--- src/rtl/pc_next_unit_if.sv ---
// Fetch-side bundle for the program-counter unit: redirect requests in,
// current PC and return-address-stack status out.
interface pc_next_unit_if #(
  parameter int WIDTH = 32,
  parameter int DEPTH = 8
);
  localparam int CW = $clog2(DEPTH) + 1;

  // No valid/ready handshake here: every request field is sampled on each
  // rising clk edge where stall is low, and every status field is valid
  // for the whole cycle after that edge.
  logic             stall;
  logic             branch_taken;
  logic [WIDTH-1:0] branch_target;
  logic             jump;
  logic             call;
  logic [WIDTH-1:0] jump_target;
  logic             ret;

  logic [WIDTH-1:0] pc;
  logic [WIDTH-1:0] pc_plus;
  logic [CW-1:0]    ras_count;
  logic             ras_empty;
  logic             ras_full;
  logic             ras_overflow;
  logic             ras_underflow;

  modport master (
    output stall, branch_taken, branch_target, jump, call, jump_target, ret,
    input  pc, pc_plus, ras_count, ras_empty, ras_full, ras_overflow, ras_underflow
  );

  modport slave (
    input  stall, branch_taken, branch_target, jump, call, jump_target, ret,
    output pc, pc_plus, ras_count, ras_empty, ras_full, ras_overflow, ras_underflow
  );
endinterface

--- src/rtl/pc_next_unit.sv ---
// Program-counter register with next-PC selection and a circular
// return-address stack that feeds call/return targets.
module pc_next_unit #(
  parameter int               WIDTH        = 32,
  parameter int               INC          = 4,
  parameter logic [WIDTH-1:0] RESET_VECTOR = '0,
  parameter int               DEPTH        = 8
) (
  input  logic          clk,
  input  logic          rst,
  pc_next_unit_if.slave bus
);
  localparam int PW = $clog2(DEPTH);
  localparam int CW = PW + 1;

  logic [WIDTH-1:0] pc_q;
  logic [WIDTH-1:0] pc_plus;
  logic [WIDTH-1:0] pc_next;
  logic [PW-1:0]    ptr_q;
  logic [PW-1:0]    ptr_next;
  logic [PW-1:0]    top_ptr;
  logic [CW-1:0]    count_q;
  logic [CW-1:0]    count_next;
  logic             ovf_q;
  logic             ovf_next;
  logic             unf_q;
  logic             unf_next;
  logic             empty;
  logic             full;
  logic             wr_en;
  logic [PW-1:0]    wr_addr;
  logic [WIDTH-1:0] ras [DEPTH];

  assign pc_plus = pc_q + WIDTH'(INC);
  assign empty   = (count_q == '0);
  assign full    = (count_q == CW'(DEPTH));
  // ptr names the next free slot, so the top of stack sits one below it.
  assign top_ptr = ptr_q - PW'(1);

  always_comb begin
    pc_next    = pc_q;
    ptr_next   = ptr_q;
    count_next = count_q;
    ovf_next   = 1'b0;
    unf_next   = 1'b0;
    wr_en      = 1'b0;
    wr_addr    = ptr_q;
    if (!bus.stall) begin
      pc_next = pc_plus;
      if (bus.ret && bus.call) begin
        wr_en = 1'b1;
        if (!empty) begin
          // Return and re-call at once: swap the top entry in place.
          pc_next = ras[top_ptr];
          wr_addr = top_ptr;
        end else begin
          wr_addr    = ptr_q;
          ptr_next   = ptr_q + PW'(1);
          count_next = CW'(1);
          unf_next   = 1'b1;
        end
      end else if (bus.ret) begin
        if (!empty) begin
          pc_next    = ras[top_ptr];
          ptr_next   = top_ptr;
          count_next = count_q - CW'(1);
        end else begin
          unf_next = 1'b1;
        end
      end else if (bus.call) begin
        pc_next  = bus.jump_target;
        wr_en    = 1'b1;
        wr_addr  = ptr_q;
        ptr_next = ptr_q + PW'(1);
        if (full) begin
          ovf_next = 1'b1;
        end else begin
          count_next = count_q + CW'(1);
        end
      end else if (bus.jump) begin
        pc_next = bus.jump_target;
      end else if (bus.branch_taken) begin
        pc_next = bus.branch_target;
      end
    end
  end

  always_ff @(posedge clk or posedge rst) begin
    if (rst) begin
      pc_q    <= RESET_VECTOR;
      ptr_q   <= '0;
      count_q <= '0;
      ovf_q   <= 1'b0;
      unf_q   <= 1'b0;
    end else begin
      pc_q    <= pc_next;
      ptr_q   <= ptr_next;
      count_q <= count_next;
      ovf_q   <= ovf_next;
      unf_q   <= unf_next;
    end
  end

  // Stack contents are don't-care after reset, so the storage has no reset.
  always_ff @(posedge clk) begin
    if (wr_en && !rst) begin
      ras[wr_addr] <= pc_plus;
    end
  end

  assign bus.pc            = pc_q;
  assign bus.pc_plus       = pc_plus;
  assign bus.ras_count     = count_q;
  assign bus.ras_empty     = empty;
  assign bus.ras_full      = full;
  assign bus.ras_overflow  = ovf_q;
  assign bus.ras_underflow = unf_q;
endmodule
--- src/flat_wrapper.sv ---
// flat-port wrapper written by rule: the top's interface ports become plain ports
module pc_next_unit_flat 
#(
  parameter int               WIDTH        = 32,
  parameter int               INC          = 4,
  parameter logic [WIDTH-1:0] RESET_VECTOR = '0,
  parameter int               DEPTH        = 8
)
  (clk, rst, bus_stall, bus_branch_taken, bus_branch_target, bus_jump, bus_call, bus_jump_target, bus_ret, bus_pc, bus_pc_plus, bus_ras_count, bus_ras_empty, bus_ras_full, bus_ras_overflow, bus_ras_underflow);
  pc_next_unit_if #(.WIDTH(WIDTH), .DEPTH(DEPTH)) bus_i ();
  input  logic clk;
  input  logic rst;
  input wire logic [$bits(bus_i.stall)-1:0] bus_stall;
  input wire logic [$bits(bus_i.branch_taken)-1:0] bus_branch_taken;
  input wire logic [$bits(bus_i.branch_target)-1:0] bus_branch_target;
  input wire logic [$bits(bus_i.jump)-1:0] bus_jump;
  input wire logic [$bits(bus_i.call)-1:0] bus_call;
  input wire logic [$bits(bus_i.jump_target)-1:0] bus_jump_target;
  input wire logic [$bits(bus_i.ret)-1:0] bus_ret;
  output wire logic [$bits(bus_i.pc)-1:0] bus_pc;
  output wire logic [$bits(bus_i.pc_plus)-1:0] bus_pc_plus;
  output wire logic [$bits(bus_i.ras_count)-1:0] bus_ras_count;
  output wire logic [$bits(bus_i.ras_empty)-1:0] bus_ras_empty;
  output wire logic [$bits(bus_i.ras_full)-1:0] bus_ras_full;
  output wire logic [$bits(bus_i.ras_overflow)-1:0] bus_ras_overflow;
  output wire logic [$bits(bus_i.ras_underflow)-1:0] bus_ras_underflow;
  assign bus_i.stall = bus_stall;
  assign bus_i.branch_taken = bus_branch_taken;
  assign bus_i.branch_target = bus_branch_target;
  assign bus_i.jump = bus_jump;
  assign bus_i.call = bus_call;
  assign bus_i.jump_target = bus_jump_target;
  assign bus_i.ret = bus_ret;
  assign bus_pc = bus_i.pc;
  assign bus_pc_plus = bus_i.pc_plus;
  assign bus_ras_count = bus_i.ras_count;
  assign bus_ras_empty = bus_i.ras_empty;
  assign bus_ras_full = bus_i.ras_full;
  assign bus_ras_overflow = bus_i.ras_overflow;
  assign bus_ras_underflow = bus_i.ras_underflow;
  pc_next_unit #(.WIDTH(WIDTH), .INC(INC), .RESET_VECTOR(RESET_VECTOR), .DEPTH(DEPTH)) u_core (.clk(clk), .rst(rst), .bus(bus_i));
endmodule
--- config.mk ---
export PLATFORM = sky130hd
export DESIGN_NAME = pc_next_unit_flat
export DESIGN_NICKNAME = d
export VERILOG_FILES = /design/src/rtl/pc_next_unit_if.sv /design/src/rtl/pc_next_unit.sv /design/src/flat_wrapper.sv
export SDC_FILE = /design/constraint.sdc
export NUM_CORES = 1
export LEC_CHECK = 0
export CAP_MARGIN = 20
export CORE_AREA = 2 2 176 178
export DETAILED_ROUTE_END_ITERATION = 10
export DIE_AREA = 0 0 178 180
export PLACE_DENSITY = 0.7
export SLEW_MARGIN = 20
export SYNTH_ARGS = -nofsm -noshare
export SYNTH_HDL_FRONTEND = slang
export SYNTH_SLANG_ARGS = --single-unit
--- constraint.sdc ---
create_clock -name clk -period 7.3 [get_ports clk]
set_input_delay 0.73 -clock clk [delete_from_list [all_inputs] [get_ports clk]]
set_output_delay 0.73 -clock clk [all_outputs]
set_load 0.05 [all_outputs]
# Yosys cells after proc, flatten, opt, wreduce, memory -nomap -nowiden
# Memory sizes are Yosys's and may differ from the RTL's.
# Cells that the tools add are included.
# Widths: inputs -> output; s select.
[totals]
ram_bits = 256
output_inout_bits = 72
in_bits = 71
mem_count = 1
register_bits = 41
wordCells = 57
[memory_table]
columns = ["name", "words", "width", "read_ports", "rd_clocked_by_memory_dff", "write_ports", "line", "rtl"]
rows = [
  ["u_core.ras", 8, 32, 1, 0, 1, "pc_next_unit.sv:32", "logic [WIDTH-1:0] ras [DEPTH];"],
]
[op_classes]
bitwise = 1
mux = 34
n_reduce_logical = 7
addsub = 5
n_eq_ne = 4
[ops]
columns = ["op", "n"]
rows = [
  ["$mux 32", 6],
  ["$add 32x3->32 const B", 1],
  ["$mux 4", 6],
  ["$mux 3", 7],
  ["$mux 1", 15],
  ["$ne 3x2->1 const B", 2],
  ["$reduce_and 5->1", 1],
  ["$add 4x1->4 const B", 1],
  ["$eq 4x4->1 const B", 1],
  ["$logic_not 4->1", 1],
  ["$sub 4x1->4 const B", 1],
  ["$add 3x1->3 const B", 1],
  ["$reduce_and 3->1", 1],
  ["$reduce_bool 3->1", 1],
  ["$sub 3x1->3 const B", 1],
  ["$logic_and 1x1->1", 2],
  ["$ne 2x2->1 const B", 1],
  ["$logic_not 1->1", 1],
  ["$not 1->1", 1],
]

# Longest topological paths before layout
# Gate-level depths: netlist of the first run.
[logic_depth]
word_depth = 7
depth_mapped = 14
ltp_nobuf = 8

# Least setup slack after synthesis of the first run
# No wires, ideal clock.
[synth_path]
path_kind = "register to register"
start = "register u_core.ptr_q[0]"
end = "memory u_core.ras[3][0] (enable)"
path_buffers = 6
setup_slack_ps = 1229
setup_ps = 502
arrival_ps = 5569
required_time_ps = 6798
period_less_slack_ps = 6071
stages_incl_launch_ff = 12
path_cell_list = "dfrtp_1 buf_2 buf_2 inv_1 clkbuf_1 ha_1 clkbuf_1 clkbuf_1 buf_1 nor3_1 a31oi_1 nor4_1"
[synth_via]
elab_chain_len = 4
[synth_rtl]
columns = ["element", "line", "rtl"]
rows = [
  ["from (decl)", "pc_next_unit.sv:19", "logic [PW-1:0] ptr_q;"],
  ["from (signal assigned)", "pc_next_unit.sv:97", "ptr_q <= ptr_next;"],
  ["$sub 3x1->3", "pc_next_unit.sv:38", "assign top_ptr = ptr_q - PW'(1);"],
  ["$mux 3", "-", ""],
  ["$mux 3", "pc_next_unit.sv:50", "if (bus.ret && bus.call) begin"],
  ["$mux 3 (*)", "pc_next_unit.sv:48", "if (!bus.stall) begin"],
  ["to (decl)", "pc_next_unit.sv:32", ""],
]
# Every way passes the cells marked *; elsewhere a longest branch is shown, timed or not.

# Worst setup path after layout of the first run
[layout_path]
start = "register u_core.pc_q[15], in the netlist u_core.bus.pc[15]"
end = "output port bus_pc_plus[27]"
[layout_via]
elab_chain_len = 1
[layout_rtl]
columns = ["element", "line", "rtl"]
rows = [
  ["from (decl)", "pc_next_unit.sv:16", "logic [WIDTH-1:0] pc_q;"],
  ["from (signal assigned)", "pc_next_unit.sv:96", "pc_q <= pc_next;"],
  ["$add 32x3->32", "pc_next_unit.sv:34", "assign pc_plus = pc_q + WIDTH'(INC);"],
  ["to (decl)", "flat_wrapper.sv:21", "output wire logic [$bits(bus_i.pc_plus)-1:0] bus_pc_plus;"],
]
# Every way passes these cells.

==> flow_summary.toml, run 1 <==
[pwr]
power_per_cell_area_nw_per_um2 = 442.1
leakagePower_nw = 5.519
power_mw = 7.243
vdd_ir_drop_max_mv = 0.2165

[layout]
seqCellArea_um2 = 8717
fin_cells = 1501
synthToLayoutAreaGrowth_pct = 22.32
fin_area_um2 = 16380
multi_input_area_um2 = 4402
drive_gt1_share_pct = 16.02
fin_util_pct = 54.27
fin_nets = 1160
num_antenna_cells = 0
nFillCells = 2399

[floorplan]
io_pins = 143
start_util_pct = 44.37
coreArea_um2 = 30190
die_h_um = 180
die_width_um = 178
num_rows = 64
die_area_um2 = 32040

[place]
postPlaceCellArea_um2 = 15370
portBuffers = 142
post-place-ws_ps = 2905
dp.cells = 1443
gp_congestion = 0.9222
dp_hpwl_mm = 24.19

[min_path]
hold_class = "flip-flop to flip-flop"

[synthesis]
synth_ff_type = "edfxtp_1"
synth_seq_cells = 297
async_reset_ff_share_pct = 13.80
synth_edf_count = 256
syn-num-nets = 1017
syn_area_um2 = 13390
synth_cell_types = 67
synth_warnings = 0
synth_area_leaders = "edfxtp_1, mux4_2, dfrtp_1"
synth.top_cell.area_share_pct = 57.39
synth_area_per_cell_um2 = 14.25
syn_inst = 940
seq_area_frac_synth_pct = 65.05
yosysTopAreaCell = "edfxtp_1"

[clock_network]
post_cts_buffers = 0
ctsLongestPathBuffers = 3
postCtsHoldBufs = 0
cts_sinks = 297
clock_latency_ps = 560
numCtsBuffers = 29
cts_root_buffer = "clkbuf_16"
cts-resized-gates = 0
clk_pin_slew_ps = 70
cts_tree = "done"
cts_max_level = 1

[sta]
setup_tns_ps = 0
max_freq_mhz = 198.5
tightestPinTransition_ps = 1016
maxSlewViolCount = 0
grt_setup_unrepaired = "false"
hold_viol_final = 0
clock-skew-final_ps = 32.83
setup_ws_ps = 2262
fin_crit_sh_pct = 69.01
post-route-min-period_ps = 5038
relSlewSlack_pct = 32.04
whs_ps = 565.9
final-setup-viol-count = 0

[global_route]
grt_max_degree = 42
grt_pass1_wl_mm = 54.59
grt_pass1_vias = 8674
track_usage_pct = 22.78
grt_antenna_before_repair = 0
overflow = 0

[setup_path]
crit_path_end_kind = "output pin"
cp.required_ps = 6570
crit_path_start_kind = "flip-flop"
cp.arrival_ps = 4310
max_stage_delay_ps = 950
slowest_stage = "clkdlybuf4s50_1"
worstPathMaxFanout = 10
crit_chain = "nand3_1, or4_1, nor4_1, nand2_1, xnor2_1, clkdlybuf4s50_1"
crit_type = "flip-flop to output pin"

[detailed_routing]
num_vias = 8984
viasPerCell = 5.985
ant_nets = 0
wl_per_cell_um = 24.25
wl_met1_mm = 15.15
wl_met3_mm = 3.464
drt-initial-drc-count = 1015
routed_wl_mm = 36.41
routed.top_layer = "met4"
dr.pass1.iters = 5
drt_drc_violations_left = 0
wl_met2_mm = 17.00

[run]
max_cap_viol_count = 0

[run_status]
status = "complete, no violations"
[kinds of logic after synthesis]
group / Yosys count / synth area share (%)
and+or+nand+nor: 273 / 9.883
buffers and inverters: 88 / 2.746
DFF: 297 / 65.05
adders and majority gates: 6 / 0.6165
xor gates and xnor gates: 35 / 2.289
AOI/OAI and AO/OA: 162 / 7.595
muxes: 79 / 11.82
[cell usage in the layout, fill, tap and decap left out, drive strengths merged, types with 5 or more instances in the layout]
| cell | count |
|---|---|
| mux2i | 13 |
| clkbuf | 30 |
| inv | 24 |
| clkinvlp | 5 |
| mux4 | 63 |
| xnor2 | 22 |
| xor2 | 13 |
| o22ai | 16 |
| nor4 | 12 |
| a31oi | 11 |
| clkdlybuf4s50 | 141 |
| edfxtp | 256 |
| dfrtp | 41 |
| nor3 | 14 |
| clkinv | 15 |
| and3 | 8 |
| nand2 | 94 |
| o211ai | 6 |
| o21ai | 37 |
| nor2 | 53 |
| a21oi | 47 |
| buf | 36 |
| nand4 | 12 |
| ha | 5 |
| nand3 | 57 |
| a211oi | 10 |
[final cells by class]
| cell class | count | area share [%] |
|---|---|---|
| sequential | 297 | 53.21 |
| multi-input combinational | 555 | 26.87 |
| timing repair buffer | 177 | 10.81 |
| clock buffer | 30 | 4.452 |
| tap | 396 | 3.024 |
| clock inverter | 23 | 1.107 |
| inverter | 23 | 0.5270 |
[cells in the mapped netlist, types with 6 or more instances]
library cell,n
edfxtp_1,256
nand2_1,94
mux4_2,63
nand3_1,57
nor2_1,52
a21oi_1,47
clkbuf_1,43
dfrtp_1,41
o21ai_0,36
inv_1,22
xnor2_1,22
o22ai_1,15
mux2i_1,13
xor2_1,13
buf_2,12
a31oi_1,11
nand4_1,11
nor3_1,11
a211oi_1,10
nor4_1,10
and3_1,8
buf_4,6
o211ai_1,6
[power breakdown]
| group | leakage (nW) | switching, mW | total (mW) | internal, mW |
|---|---|---|---|---|
| registers | 2.77 | 0.259 | 2.51 | 2.25 |
| logic | 2.31 | 2.07 | 3.31 | 1.23 |
| clock network | 0.438 | 0.629 | 1.43 | 0.799 |
[worst max-delay path: cells and delay by family, from the launching register on]
kind                   cells  cell delay [ps]
AND/OR/NAND/NOR            4             1620
buffers and inverters      1              950
XOR/XNOR                   1              650
flip-flops                 1              520
[layer usage]
layer	track usage, %	up-vias
met4	5.311	0
li1	-	3953
met1	33.24	4482
met3	4.378	55
met2	35.57	494
met5	0	-
[final timing paths]
check	from	end	slack [ps]	cells after the start
worst min-delay path	u_core.bus.pc[3]	u_core.bus.pc[3]	570	2
min in group asynchronous	rst	u_core.bus.pc[16]	710	2
worst min register to register	u_core.bus.pc[3]	u_core.bus.pc[3]	570	2
worst max-delay path	u_core.bus.pc[15]	bus_pc_plus[27]	2260	6
max in group asynchronous	rst	u_core.bus.pc[23]	6060	3
worst max register to register	u_core.ptr_q[0]	u_core.bus.pc[18]	3370	8
[registers in the layout (all words and copies together) (netlist names)]
| name | count |
|---|---|
| u_core.ras | 256 |
| u_core.ptr_q | 3 |
| u_core.bus.ras_count | 4 |
| u_core.bus.ras_underflow | 1 |
| u_core.bus.ras_overflow | 1 |
| u_core.bus.pc | 32 |
Power figures use the tool's default switching activity.
==> inputs of run 2 (changes only) <==
- clock period: 7.3 -> 4.91 ns (I/O delays scaled with it)
==> run 2 against run 1 <==
Cell area grew 1.3%. Power grew 56%. Clock skew shrank 22 ps. Via count grew 1.7%. Sequential power grew 49%. Register-to-register slack lost 2200 ps. Die area is the same. Critical path type unchanged. Sequential share of layout area shrank 0.69 points. First-iteration DRC count grew 5.3%. Hold slack lost 1.4 ps. Worst setup slack lost 2000 ps.
==> flow_summary.toml, run 2 (synthesis results as in run 1) <==
[floorplan]
die_area_um2 = 32040
die_width_um = 178
start_util_pct = 44.37
io_pins = 143
coreArea_um2 = 30190
num_rows = 64
die_h_um = 180

[min_path]
hold_class = "flip-flop to flip-flop"
min_path_cells = 2

[layout]
fin_nets = 1171
layout_commonest_cell = "edfxtp_1"
top_register = "u_core.ras"
num_antenna_cells = 0
fin_cells = 1515
largest_reg_flops = 256
final_cell_mix = "edfxtp_1, clkdlybuf4s50_1, nand2_1"
synthToLayoutAreaGrowth_pct = 23.93
drive_gt1_share_pct = 16.98

[setup_path]
cp.arrival_ps = 4130
crit_path_start_kind = "flip-flop"
crit_path_end_kind = "output pin"
crit_type = "flip-flop to output pin"
r2r_cells = 7
cp.required_ps = 4420
worstPathMaxFanout = 10

[clock_network]
clk_pin_slew_ps = 70
clock_latency_ps = 570
post_cts_buffers = 0
cts_sinks = 297
ctsLongestPathBuffers = 3
cts_tree = "done"
cts_root_buffer = "clkbuf_16"
cts_max_level = 1
numCtsBuffers = 31

[global_route]
track_usage_pct = 23.75
grt_max_degree = 42
overflow = 0
grt_pass1_wl_mm = 56.20
grt_pass1_vias = 8962
grt_antenna_before_repair = 0

[pwr]
vdd_ir_drop_max_mv = 0.3723
leakagePower_nw = 5.650
power_mw = 11.32
power_per_cell_area_nw_per_um2 = 682.0

[detailed_routing]
wl_per_cell_um = 25.17
dr.pass1.iters = 5
ant_nets = 0
viasPerCell = 6.028
routed_wl_mm = 38.14
num_vias = 9133
drt-initial-drc-count = 1069
drt_drc_violations_left = 0

[sta]
max_freq_mhz = 216.4
tightestPinTransition_ps = 1012
grt_setup_unrepaired = "false"
hold_viol_final = 0
whs_ps = 564.5
fin_crit_sh_pct = 94.13
clock-skew-final_ps = 11.26
maxSlewViolCount = 0
relSlewSlack_pct = 32.50
final-setup-viol-count = 0
post-route-min-period_ps = 4622

[place]
dp_hpwl_mm = 24.36
gp_congestion = 0.9550
portBuffers = 142
dp.cells = 1457

[run]
max_cap_viol_count = 0

[run_status]
status = "complete, no violations"
## run 2: cell count changes in the layout (fill, tap and decap cells not counted), moves of 2 or more
cell,delta
clkbuf_16,+2
clkinv_2,-5
clkinvlp_4,-2
buf_4,+16
buf_8,-2
bufinv_16,+6
buf_16,-2
buf_12,-3
## run 2: stage by stage
stage	worst slack [ps]	TNS [ps]	utilization, %	instance area (um2)
2_1_floorplan	-1161	-74310	-	13390
6_report	288.1	0	54.99	16600
5_1_grt	93.07	0	54.99	16600
3_3_place_gp	862.0	0	51.17	15450
3_5_place_dp	750.6	0	51.17	15450
4_1_cts	103.7	0	54.96	16590
## run 2: path summary, 6_finish.rpt
path / start / end / slack, ps
worst min register to register: u_core.bus.pc[3] / u_core.bus.pc[3] / 560
max in group asynchronous: rst / u_core.ptr_q[0] / 3540
min in group asynchronous: rst / u_core.bus.ras_overflow / 630
worst max-delay path: u_core.bus.pc[15] / bus_pc_plus[27] / 290
worst min-delay path: u_core.bus.pc[3] / u_core.bus.pc[3] / 560
worst max register to register: u_core.ptr_q[0] / u_core.ras[1][13] / 1220
## run 2: report_power, final
group / internal [mW] / switching (mW)
logic: 1.86 / 3.14
clock network: 1.59 / 1.01
registers: 3.34 / 0.384
total: 6.79 / 4.53
## run 2: final cells by class
class	instances	area, um2
fill	2400	13590
tap	396	495.5
clock buffer	33	783.3
clock inverter	25	361.6
sequential	297	8717
multi-input combinational	555	4409
timing repair buffer	186	1747
inverter	23	86.33
## run 2: timing repair
| item | CTS | global route |
|---|---|---|
| hold buffers | 0 | 0 |
| gates resized for setup | 0 | 1 |
| endpoints found under the setup margin | 0 | 1 |
## run 2: layer usage
layer | track usage (%) | share of wire (%) | vias up
li1 | - | - | 3970
met1 | 33.50 | 40 | 4541
met2 | 36.48 | 46 | 534
met3 | 5.859 | 11 | 88
met4 | 7.443 | 3.0 | 0
met5 | 0 | 0 | -
## run 2: worst max-delay path, cell delays in order (launching register included)
cell	delay, ps
dfrtp_1	510
nand3_1	280
or4_1	600
nor4_1	630
nand2_1	200
xnor2_2	430
clkdlybuf4s50_1	900
==> variant 1 (settings of run 1) <==
`WIDTH` is set to 32 in 3 places; all go to 16.
--- a/src/rtl/pc_next_unit_if.sv
+++ b/src/rtl/pc_next_unit_if.sv
@@ -3,3 +3,3 @@
 interface pc_next_unit_if #(
-  parameter int WIDTH = 32,
+  parameter int WIDTH = 16,
   parameter int DEPTH = 8
--- a/src/rtl/pc_next_unit.sv
+++ b/src/rtl/pc_next_unit.sv
@@ -3,3 +3,3 @@
 module pc_next_unit #(
-  parameter int               WIDTH        = 32,
+  parameter int               WIDTH        = 16,
   parameter int               INC          = 4,
--- a/src/flat_wrapper.sv
+++ b/src/flat_wrapper.sv
@@ -3,3 +3,3 @@
 #(
-  parameter int               WIDTH        = 32,
+  parameter int               WIDTH        = 16,
   parameter int               INC          = 4,
Ports: changed (resized bus_branch_target, bus_jump_target, bus_pc and bus_pc_plus); port bits go from 143 to 79. The function was not compared with the original's and may differ.
==> variant 1 against run 1 <==
Setup slack improved by 960 ps. Wire length decreased by 45%. Critical endpoint is now bus_pc_plus[14]. Power decreased by 44%. Cell area decreased by 45%. Sequential power decreased by 47%. Critical path type unchanged. Sequential cell count decreased by 144. Synthesized area decreased by 47%. Utilization decreased by 25 points.
==> variant 1: results (changes against run 1) <==
| Metric | Value |
|---|---|
| Status | `complete, no violations (unchanged)` |
| Top area cells in the synthesized netlist | `edfxtp_1, dfrtp_1, mux4_2 (was edfxtp_1, mux4_2, dfrtp_1)` |
| Reg2Reg Setup Slack | `3660 ps (was 3370 ps)` |
| HP Start | `u_core.ptr_q[1] (was u_core.bus.pc[3])` |
| Postcts setup bufs | `0 (unchanged)` |
| DP HPWL | `13800 um (was 24200 um)` |
| Skew final | `9.23 ps (was 32.8 ps)` |
| Biggest register | `u_core.ras (unchanged)` |
| Hold crit path type | `reg -> reg (unchanged)` |
| Average wire per standard cell | `19.7 um (was 24.3 um)` |
| Iteration-0 DRC count of the detailed router | `577 (was 1015)` |
| Flop+latch power | `1.32 mW (was 2.51 mW)` |
| Worst-path clk slew | `60 ps` |
| Unique masters post-synth | `62 (was 67)` |
| H-tree Lvls | `4 (was 1)` |
| Worst Path Arrival | `3350 ps (was 4310 ps)` |
| Root Driver | `clkbuf_16 (unchanged)` |
| Crit path max-delay cell type | `clkdlybuf4s50_1 (unchanged)` |
| Worst VDD drop | `0.228 mV (was 0.217 mV)` |
| DR vias | `4798 (was 8984)` |
| Max reg flops | `128 (was 256)` |
| Worst Hold Path EP | `u_core.ptr_q[1] (was u_core.bus.pc[3])` |
| R2R Path End | `u_core.ras[0][12] (was u_core.bus.pc[18])` |
| Worst R2R Path Depth | `8 (unchanged)` |
| Crit-path leading delay family | `buffers and inverters (was simple AND/OR/NAND/NOR gates)` |
| Dpl cell area | `8300 um2 (was 15400 um2)` |
| Asr flop ratio synth | `16.3% (was 13.8%)` |
| Synth top cells by count | `edfxtp_1, nand2_1, nor2_1 (was edfxtp_1, nand2_1, mux4_2)` |
| Switching power total | `1.65 mW (was 2.96 mW)` |
| Comb pwr | `1.79 mW (was 3.31 mW)` |
| Leak Pwr | `3.05 nW (was 5.52 nW)` |
| IO Port Bufs | `78 (was 142)` |
| Most used flip-flop cell after synthesis | `edfxtp_1 (unchanged)` |
| Final Net Count | `645 (was 1160)` |
| First-pass GRT wire length | `30000 um (was 54600 um)` |
| CTS Buffer Depth | `2 (was 3)` |
| Vias in the first global route | `4646 (was 8674)` |
| CTS Buf Count | `17 (was 29)` |
| Initial antenna violation count | `0 (unchanged)` |
| Resize count post-CTS | `0 (unchanged)` |
| Placer Congestion | `0.836 (was 0.922)` |
| Post-synth EDFFs | `128 (was 256)` |
| Hold Path Depth | `2 (unchanged)` |
| Drt first pass iters | `8 (was 5)` |
| CP peak stage delay | `940 ps` |
| Synth warnings | `0 (unchanged)` |
| Layout cells sized above 1 | `12.7% (was 16.0%)` |
| GRT Total Usage | `12.7% (was 22.8%)` |
| Register area share after synthesis | `63.3% (was 65.1%)` |
| Post-synthesis net count | `562 (was 1017)` |
| Clock Latency Late Sink | `430 ps (was 560 ps)` |
| Largest net degree at the start of global routing | `35 (was 42)` |
| Worst Tran Pin Value | `1130 ps (was 1020 ps)` |
| Ant. Diodes | `0 (unchanged)` |
[variant 1: cell types whose count changed after synthesis, sizes merged, moves of 21 or more]
cell and delta:
nand3 -40, edfxtp -128, mux4 -37, nand2 -27
nor2 -21, clkbuf -29
[variant 1: logic make-up after synthesis]
family	synth area share [%]
and+or+nand+nor	10.1
DFF	63.3
AOI/OAI and AO/OA	8.78
buffers and inverters	3.40
muxes	10.5
xor gates and xnor gates	2.71
adders and majority gates	1.17
[variant 1: area by class of cell]
type / instances / area, um2
clock buffer: 18 / 429
tap: 396 / 495
timing repair buffer: 93 / 893
fill: 2960 / 21200
sequential: 153 / 4470
clock inverter: 14 / 216
inverter: 19 / 76.3
multi-input combinational: 316 / 2360
[variant 1: metrics by stage]
step | hold WS [ps] | worst slack (ps) | power (mW) | cells
global placement | 626 | 3360 | 3.11 | 977
detailed placement | 612 | 3150 | 3.13 | 977
CTS | 625 | 3220 | 4.09 | 1009
floorplan | 547 | 3350 | 2.58 | 517
global route | 647 | 3050 | 4.27 | 1009
finish | 634 | 3220 | 4.07 | 1009
[variant 1: worst max path at each step]
stage / depth (start not counted) / from / slack (ps) / to
floorplan: 9 / u_core.ptr_q[0] / 3350 / u_core.ras[3][0]
global placement: 6 / bus_ret / 3360 / u_core.ras[4][3]
detailed placement: 7 / bus_stall / 3150 / u_core.ras[0][11]
CTS: 5 / u_core.bus.pc[2] / 3220 / bus_pc_plus[14]
global route: 5 / u_core.bus.pc[2] / 3050 / bus_pc_plus[14]
finish: 5 / u_core.bus.pc[3] / 3220 / bus_pc_plus[14]
[variant 1: layer usage]
metal / track usage (%) / wire length [um] / vias up
met3: 3.34 / 1790 / 31
li1: - / - / 2154
met1: 17.3 / 8300 / 2379
met4: 4.39 / 426 / 0
met5: 0 / 0 / -
met2: 19.4 / 9370 / 234
==> variant 2 (flow settings as in run 1) <==
Without the edit above. One comparison of `count_q` changes from == to >=.
--- a/src/rtl/pc_next_unit.sv
+++ b/src/rtl/pc_next_unit.sv
@@ -35,3 +35,3 @@
   assign empty   = (count_q == '0);
-  assign full    = (count_q == CW'(DEPTH));
+  assign full    = (count_q >= CW'(DEPTH));
   // ptr names the next free slot, so the top of stack sits one below it.
Formal check against the unedited RTL: no difference found for any inputs over 4 cycles, from zero or initial values and one cycle with rst high; that may be too few to reach the edited logic, so the function may still have changed.
==> variant 2 against run 1 <==
Synthesized area increased by 0.24%. Power up 1.4%. Wire length is 2.8% higher. Final cell count fell by 0.93%. Cell area increased by 0.85%. First-iteration DRC count shrank 9.8%. Sequential cell count is the same. Setup slack gained 31 ps. Critical path type unchanged.
==> variant 2: results (changes against run 1) <==
| Metric | Value |
|---|---|
| Root Driver | `clkbuf_16 (unchanged)` |
| Top area cells in the synthesized netlist | `edfxtp_1, mux4_2, dfrtp_1 (unchanged)` |
| Hold_ws | `596 ps (was 566 ps)` |
| CTS Buf Count | `30 (was 29)` |
| CTS Buffer Depth | `3 (unchanged)` |
| Reg2Reg Setup Slack | `3510 ps (was 3370 ps)` |
| H-tree Lvls | `1 (unchanged)` |
| Worst Hold Path EP | `u_core.bus.ras_count[2] (was u_core.bus.pc[3])` |
| Crit path max-delay cell type | `clkdlybuf4s50_1 (unchanged)` |
| Worst VDD drop | `0.251 mV (was 0.217 mV)` |
| CP max FO | `10 (unchanged)` |
| R2R Path End | `u_core.ras[7][6] (was u_core.bus.pc[18])` |
| Number of fill cells | `2381 (was 2399)` |
| First-pass GRT wire length | `56300 um (was 54600 um)` |
| Crit-path leading delay family | `simple AND/OR/NAND/NOR gates (unchanged)` |
| Final Net Count | `1144 (was 1160)` |
| Drt first pass iters | `6 (was 5)` |
| Layout cells sized above 1 | `15.0% (was 16.0%)` |
| Worst Path Arrival | `4280 ps (was 4310 ps)` |
| DP HPWL | `24100 um (was 24200 um)` |
| HP Start | `u_core.bus.ras_count[2] (was u_core.bus.pc[3])` |
| Asr flop ratio synth | `13.8% (unchanged)` |
| Clock Latency Late Sink | `560 ps (about the same)` |
| Max reg flops | `256 (unchanged)` |
| GRT Total Usage | `23.6% (was 22.8%)` |
| Leak Pwr | `5.59 nW (was 5.52 nW)` |
| Vias in the first global route | `8800 (was 8674)` |
| Status | `complete, no violations (unchanged)` |
| Resize count post-CTS | `0 (unchanged)` |
| Register area share after synthesis | `64.9% (was 65.1%)` |
| Dpl cell area | `15500 um2 (was 15400 um2)` |
| Ant. Diodes | `0 (unchanged)` |
| Placer Congestion | `0.861 (was 0.922)` |
| Largest net degree at the start of global routing | `69 (was 42)` |
| CP peak stage delay | `940 ps` |
| Skew final | `10.6 ps (was 32.8 ps)` |
| Post-synthesis net count | `1013 (was 1017)` |
| Synth top cells by count | `edfxtp_1, nand2_1, mux4_2 (unchanged)` |
| DR vias | `8988 (was 8984)` |
| Worst Tran Pin Value | `1040 ps (was 1020 ps)` |
| Biggest register | `u_core.ras (unchanged)` |
| Worst-path clk slew | `60 ps` |
| Iteration-0 DRC count of the detailed router | `916 (was 1015)` |
| Post-detailed-routing wire length | `37400 um (was 36400 um)` |
| Initial antenna violation count | `0 (unchanged)` |
| Synth warnings | `0 (unchanged)` |
| IO Port Bufs | `142 (unchanged)` |
| Hold crit path type | `reg -> reg (unchanged)` |
| R2R Path Start | `u_core.ptr_q[0] (unchanged)` |
| Hold Path Depth | `2 (unchanged)` |
| Unique masters post-synth | `72 (was 67)` |
| Worst R2R Path Depth | `7 (was 8)` |
| Postcts setup bufs | `0 (unchanged)` |
| Post-synth EDFFs | `256 (unchanged)` |
==> variant 2: cell types whose count changed after synthesis, moves of 4 or more <==
cell,delta
o21ai_0,+18
a21oi_1,-10
o22ai_1,-10
a311oi_1,+5
inv_1,-5
nand2_1,-5
xor2_1,-5
mux4_1,+4
mux4_2,-4
nor2_1,-4
nor4_1,-4
==> variant 2: cell type report <==
cell class / count / area [um2] / area share (%)
repair buffers: 167 / 1740 / 10.6
clock inverters: 16 / 208 / 1.26
flip-flops and latches: 297 / 8720 / 52.8
well taps: 396 / 495 / 3.00
inverters: 19 / 72.6 / 0.439
clock buffers: 40 / 860 / 5.20
multi-input cells: 552 / 4430 / 26.8
==> variant 2: logic make-up after synthesis <==
kind of cell,count (synthesis),synth area share (%)
DFF,297,64.9
adders and majority gates,6,0.615
AOI/OAI and AO/OA,175,8.40
xor gates and xnor gates,34,2.36
buffers and inverters,87,2.70
muxes,80,12.0
and+or+nand+nor,257,9.08
==> variant 2: metrics by stage <==
step	instances	setup slack [ps]
3_3_place_gp	1424	3150
4_1_cts	1487	2390
5_1_grt	1487	2030
2_1_floorplan	936	3240
6_report	1487	2290
3_5_place_dp	1431	3000
==> variant 2: worst reg2reg max path, cell delays in order (launching register included) <==
cell	delay (ps)
dfrtp_4	820
inv_2	260
ha_2	390
buf_4	780
nor3_1	120
o21ai_0	580
nor2_4	290
buf_16	270
==> variant 2: how the worst max path moves through the flow <==
stage                           from          endpoint  slack [ps]  cells after the start
floorplan            u_core.ptr_q[0]  u_core.ras[1][0]        3240                     11
global placement    u_core.bus.pc[2]   bus_pc_plus[28]        3150                      7
detailed placement  u_core.bus.pc[2]   bus_pc_plus[28]        3000                      7
CTS                 u_core.bus.pc[2]   bus_pc_plus[28]        2390                      7
global route        u_core.bus.pc[2]   bus_pc_plus[28]        2030                      7
finish              u_core.bus.pc[2]   bus_pc_plus[28]        2290                      7
==> variant 2: power breakdown <==
part	leakage (nW)	switching (mW)	internal, mW
logic	2.29	1.99	1.19
clock network	0.526	0.635	1.00
registers	2.78	0.278	2.25
==> variant 2: metal layers <==
layer  up-vias  GRT usage (%)  routed length, um
li1       3916              -                  -
met1      4523           33.3              15000
met2       476           36.5              17500
met3        73           5.60               3760
met4         0           7.05               1200
met5         -              0                  0
